`src/rtl/i2c_fifo.sv`:
```
// i2c_fifo: single-clock synchronous FIFO with registered read data,
// occupancy level, almost-full threshold and sticky overflow/underflow flags.
//
// Request semantics: a write is taken on a PCLK edge when WR_ENA=1 and FULL=0;
// a read is taken when RD_ENA=1 and EMPTY=0. Both decisions use the flags as
// they stand before the edge. A taken read presents its word on RDATA with
// RVALID=1 for exactly the following cycle. A refused request changes no
// state except the matching sticky error flag.
module i2c_fifo #(
    parameter int DWIDTH   = 32,
    parameter int AWIDTH   = 4,
    parameter int AF_LEVEL = 14
) (
    input  logic              PCLK,
    input  logic              PRESET,
    input  logic              WR_ENA,
    input  logic [DWIDTH-1:0] WDATA,
    input  logic              RD_ENA,
    input  logic              ERR_CLR,
    output logic [DWIDTH-1:0] RDATA,
    output logic              RVALID,
    output logic              FULL,
    output logic              EMPTY,
    output logic              ALMOST_FULL,
    output logic [AWIDTH:0]   LEVEL,
    output logic              OVERFLOW,
    output logic              UNDERFLOW,
    output logic              ERROR
);

    localparam int              DEPTH   = 2 ** AWIDTH;
    localparam logic [AWIDTH:0] DEPTH_L = (AWIDTH + 1)'(DEPTH);
    localparam logic [AWIDTH:0] AF_L    = (AWIDTH + 1)'(AF_LEVEL);

    logic [DWIDTH-1:0] mem_q [DEPTH];

    logic [AWIDTH-1:0] wr_ptr_q, wr_ptr_d;
    logic [AWIDTH-1:0] rd_ptr_q, rd_ptr_d;
    logic [AWIDTH:0]   level_q,  level_d;
    logic [DWIDTH-1:0] rdata_q,  rdata_d;
    logic              rvalid_q, rvalid_d;
    logic              ovf_q,    ovf_d;
    logic              udf_q,    udf_d;

    logic full;
    logic empty;
    logic wr_accept;
    logic rd_accept;

    // Status flags are pure decodes of the registered level.
    always_comb begin
        full  = (level_q == DEPTH_L);
        empty = (level_q == '0);
    end

    // Accept decisions use the pre-edge flags.
    always_comb begin
        wr_accept = WR_ENA && !full;
        rd_accept = RD_ENA && !empty;
    end

    // Next-state for pointers, level, read port and sticky errors.
    always_comb begin
        wr_ptr_d = wr_ptr_q;
        rd_ptr_d = rd_ptr_q;
        level_d  = level_q;
        rdata_d  = rdata_q;
        rvalid_d = 1'b0;
        ovf_d    = ovf_q;
        udf_d    = udf_q;

        if (wr_accept) begin
            wr_ptr_d = wr_ptr_q + AWIDTH'(1);
        end

        if (rd_accept) begin
            rd_ptr_d = rd_ptr_q + AWIDTH'(1);
            rdata_d  = mem_q[rd_ptr_q];
            rvalid_d = 1'b1;
        end

        case ({wr_accept, rd_accept})
            2'b10:   level_d = level_q + (AWIDTH + 1)'(1);
            2'b01:   level_d = level_q - (AWIDTH + 1)'(1);
            default: level_d = level_q;
        endcase

        // Clearing wins over an error raised in the same cycle.
        if (ERR_CLR) begin
            ovf_d = 1'b0;
            udf_d = 1'b0;
        end else begin
            if (WR_ENA && full) ovf_d = 1'b1;
            if (RD_ENA && empty) udf_d = 1'b1;
        end
    end

    // State registers with synchronous reset; reset overrides any request.
    always_ff @(posedge PCLK) begin
        if (PRESET) begin
            wr_ptr_q <= '0;
            rd_ptr_q <= '0;
            level_q  <= '0;
            rdata_q  <= '0;
            rvalid_q <= 1'b0;
            ovf_q    <= 1'b0;
            udf_q    <= 1'b0;
        end else begin
            wr_ptr_q <= wr_ptr_d;
            rd_ptr_q <= rd_ptr_d;
            level_q  <= level_d;
            rdata_q  <= rdata_d;
            rvalid_q <= rvalid_d;
            ovf_q    <= ovf_d;
            udf_q    <= udf_d;
        end
    end

    // Storage array; not cleared on reset since empty pointers hide stale words.
    always_ff @(posedge PCLK) begin
        if (wr_accept && !PRESET) begin
            mem_q[wr_ptr_q] <= WDATA;
        end
    end

    // Output mapping.
    always_comb begin
        RDATA       = rdata_q;
        RVALID      = rvalid_q;
        FULL        = full;
        EMPTY       = empty;
        ALMOST_FULL = (level_q >= AF_L);
        LEVEL       = level_q;
        OVERFLOW    = ovf_q;
        UNDERFLOW   = udf_q;
        ERROR       = ovf_q | udf_q;
    end

endmodule

```
`config.mk`:
```
export PLATFORM = sky130hd
export DESIGN_NAME = i2c_fifo
export DESIGN_NICKNAME = d
export VERILOG_FILES = /design/src/rtl/i2c_fifo.sv
export SDC_FILE = /design/constraint.sdc
export NUM_CORES = 1
export LEC_CHECK = 0
export CAP_MARGIN = 0
export CORE_MARGIN = 2
export CORE_UTILIZATION = 45
export CTS_CLUSTER_SIZE = 40
export DETAILED_ROUTE_END_ITERATION = 7
export HOLD_SLACK_MARGIN = 0.02
export SLEW_MARGIN = 20
export SYNTH_ARGS = -nofsm -noshare
export SYNTH_HDL_FRONTEND = slang
export SYNTH_SLANG_ARGS = --single-unit
export TNS_END_PERCENT = 30
```
`constraint.sdc`:
```
create_clock -name PCLK -period 3.44 [get_ports PCLK]
set_input_delay 0.688 -clock PCLK [delete_from_list [all_inputs] [get_ports PCLK]]
set_output_delay 0.688 -clock PCLK [all_outputs]
set_load 0.02 [all_outputs]
```
==> out/qor_table.md <==
| Item | Value |
|---|---|
| Cell area after synthesis | 0.0213 mm² |
| Pre-CTS setup slack | 0.205 ns |
| Endpoint required time on the critical path | 2.75 ns |
| X dimension of the die | 221 µm |
| Weighted congestion reported at the end of routability-driven placement | 0.707 |
| Standard-cell rows | 79 |
| Max-Slew Margin vs Limit | 0.298 |
| Sequential area share after synthesis | 0.768 |
| Min cycle time layout | 3.25 ns |
| Area of the placeable core | 0.0466 mm² |
| FF-to-FF path depth | 9 |
| Hold path depth | 1 |
| Worst reg-to-reg setup slack | 0.36 ns |
| H-tree depth reported by CTS | 2 |
| Biggest area contributors in the synthesized netlist | sky130_fd_sc_hd__edfxtp_1, sky130_fd_sc_hd__mux4_2, sky130_fd_sc_hd__dfxtp_1 |
| Fraction of layout instances using a drive strength above 1 | 0.274 |
| Longest Clk Path Bufs | 3 |
| PnR Total Power | 17.5 mW |
| Post-Synthesis Net Count | 1,015 |
| Number of hold violations in the final report | 0 |
| Synthesized area per cell | 22.0 µm² |
| TritonCTS clock tree | done |
| Latest clock arrival within the worst-skew pair | 0.62 ns |
| Boundary pin count | 81 |
| Total of max-cap violations | 0 |
| Setup Viol. Count Final | 0 |
| Number of flops mapped to enable cells by yosys | 512 |
| Wire length of the first global-routing pass | 65,800 µm |
| Count of unique library cells instantiated by Yosys | 37 |
| Max FO, Critical Path | 7 |
| Number of global-route vias before repair | 10,300 |
| Share of synthesized registers carrying an async set or reset | 0 |
| Total Nets Final | 1,152 |
| Post CTS Setup Buffer Count | 0 |
| Die Outline Area | 0.0490 mm² |
| Worst-Margin Slew | 1.05 ns |
| Wire length per cell | 24.5 µm |
| Clock Sink Count | 560 |
| Most frequent standard cell in the layout excluding fill and tap cells | sky130_fd_sc_hd__edfxtp_1 |
| Capturing element type of the critical path | primary output |
| Worst vdd ir | 0.436 mV |
| Power density of the placed cells | 700 mW/mm² |
| Total global routing track utilization | 0.179 |
| DRC violation count after routing | 0 |
| Area growth syn-to-layout | 17.9% |
| Max Transition Viols Final | 0 |
| Maximum clock skew at final layout | 0.0268 ns |
| Max Fclk | 307 MHz |
| Number of standard cells after synthesis | 968 |
| Psw | 4.38 mW |
| Crit path arrival time | 2.57 ns |
| Final critical-path setup slack | 0.187 ns |
| DR pass1 iterations | 5 |
| Startpoint kind of the worst setup timing path | flop |
| Share of power burned in combinational logic | 0.196 |
| Highest-count cells in the layout ignoring fill and taps | sky130_fd_sc_hd__edfxtp_1, sky130_fd_sc_hd__mux4_2, sky130_fd_sc_hd__clkdlybuf4s50_1, sky130_fd_sc_hd__clkbuf_16, sky130_fd_sc_hd__nor2_1 |
| Vias | 9,700 |
| Result of the run | completed |
| Startpoint of the most critical hold path | RDATA[30] |
| Post-detailed-route via-to-cell ratio | 5.51 |
| Input/output buffers | 80 |
| R2r startpoint | LEVEL[0] |
| Critical Setup Path Class | reg2out |
| Global route total overflow | 0 |
| Initial core utilization | 0.457 |
| Number of nets still failing antenna checks after routing | 0 |
| Antenna diode count | 0 |
| Static leakage | 7.81 nW |
| Worst-path clk slew | 0.06 ns |
| Synth Warn # | 0 |
| Part of the total power dissipated in sequential elements | 0.453 |
| Post-CTS Hold Buffers | 0 |
| CTS Buf Count | 57 |
| Switching fraction of total power | 0.250 |
| Dominant cell type by area after synthesis | sky130_fd_sc_hd__edfxtp_1 |
| Final wirelength | 43,100 µm |
| Resize count post-CTS | 0 |
| Half-perimeter wire length after placement | 23,800 µm |
| Final worst path period share | 0.946 |
| Primary flip-flop cell chosen by synthesis mapping | sky130_fd_sc_hd__edfxtp_1 |
| Final TNS setup | 0 ns |
| Library cell used as clock root buffer | sky130_fd_sc_hd__clkbuf_16 |
| Initial antenna violation count | 0 |
| Violation count after the first detailed-routing iteration | 748 |
| Total internal power | 13.2 mW |
| Classification of the worst-slack hold path | reg2reg |
| Part of the power in the clock network | 0.351 |
| Largest net degree at the start of global routing | 41 |
| RSZ-0062 raised after global routing | false |
| Capturing point of the worst reg2reg path | LEVEL[4] |
| Hold path endpoint | RDATA[30] |
| Height of the chip | 221 µm |
| Share of the synthesized area in the top cell type | 0.723 |
| FF+latch count, synth | 560 |
sequential cells by signal, indices dropped and copies added (netlist names):
name	count
LEVEL	5
RDATA	32
rd_ptr_q	4
OVERFLOW	1
wr_ptr_q	4
UNDERFLOW	1
RVALID	1
mem_q	512
power by group through the flow:
stage,combinational (mW),sequential (mW),clock (mW)
final,3.44,7.94,6.15
after floorplan,2.34,8.17,0
after detailed placement,3.52,8.09,0
after CTS,3.53,7.95,6.29
after global routing,3.74,7.98,6.57
after global placement,3.50,8.09,0
cell usage after synthesis, types with 2 or more instances:
library cell               instances
sky130_fd_sc_hd__xor2_1            6
sky130_fd_sc_hd__dfxtp_1          48
sky130_fd_sc_hd__mux4_2          128
sky130_fd_sc_hd__a21oi_1           6
sky130_fd_sc_hd__buf_2            15
sky130_fd_sc_hd__ha_1              9
sky130_fd_sc_hd__a221o_1          32
sky130_fd_sc_hd__nor3_1            2
sky130_fd_sc_hd__o211ai_1          4
sky130_fd_sc_hd__buf_6             5
sky130_fd_sc_hd__buf_4             4
sky130_fd_sc_hd__mux2i_1          35
sky130_fd_sc_hd__nand2_1           8
sky130_fd_sc_hd__xnor2_1           3
sky130_fd_sc_hd__edfxtp_1        512
sky130_fd_sc_hd__inv_1             4
sky130_fd_sc_hd__buf_1             5
sky130_fd_sc_hd__mux2_2           33
sky130_fd_sc_hd__a21o_1            2
sky130_fd_sc_hd__nand3b_1          2
sky130_fd_sc_hd__nor2_1           68
sky130_fd_sc_hd__and3_1            2
sky130_fd_sc_hd__clkbuf_1         21
critical path, stage by stage, from the launching register on:
cell	delay (ns)
sky130_fd_sc_hd__dfxtp_1	0.38
sky130_fd_sc_hd__or4_1	0.63
sky130_fd_sc_hd__buf_4	0.21
sky130_fd_sc_hd__nor2_1	0.12
sky130_fd_sc_hd__clkdlybuf4s50_1	0.63
metal layers:
layer / vias up / global-route usage / part of all wire / wire length, µm
li1: 4308 / - / - / -
met1: 5132 / 0.249 / 0.44 / 19200
met2: 207 / 0.297 / 0.50 / 21500
met3: 53 / 0.0324 / 0.041 / 1760
met4: 0 / 0.0403 / 0.016 / 671
met5: - / 0 / 0 / 0
through the flow:
stage               utilization  instance area, µm²  hold slack [ns]  instances
floorplan                     -               21300            0.506        968
global placement          0.498               23200            0.469       1653
detailed placement        0.498               23200            0.476       1653
CTS                       0.538               25100            0.491       1759
global route              0.538               25100            0.497       1759
finish                    0.538               25100            0.487       1759
layout make-up:
cell class                      count  area, µm²
Fill cell                        3597      21500
Sequential cell                   560      16300
Multi-Input combinational cell    353       4770
Clock buffer                       83       1620
Timing Repair Buffer              128       1290
Tap cell                          607        759
Clock inverter                     23        258
Inverter                            5       18.8
worst max-delay path by stage:
stage | start | end | depth (start not counted)
after floorplan | WR_ENA | mem_q[12][0] | 3
after global placement | WR_ENA | LEVEL[4] | 9
after detailed placement | WR_ENA | LEVEL[4] | 9
after CTS | LEVEL[0] | EMPTY | 4
after global routing | LEVEL[0] | EMPTY | 4
final | LEVEL[0] | EMPTY | 4
cell families after synthesis:
group,synth area share
AND/OR/NAND/NOR,0.0181
adder cells (fa/ha/maj),0.00624
AO/OA/AOI/OAI,0.0211
XOR/XNOR,0.00371
multiplexers,0.170
flip-flops,0.768
buffers and inverters,0.0131
(Power assumes the default switching activity.)
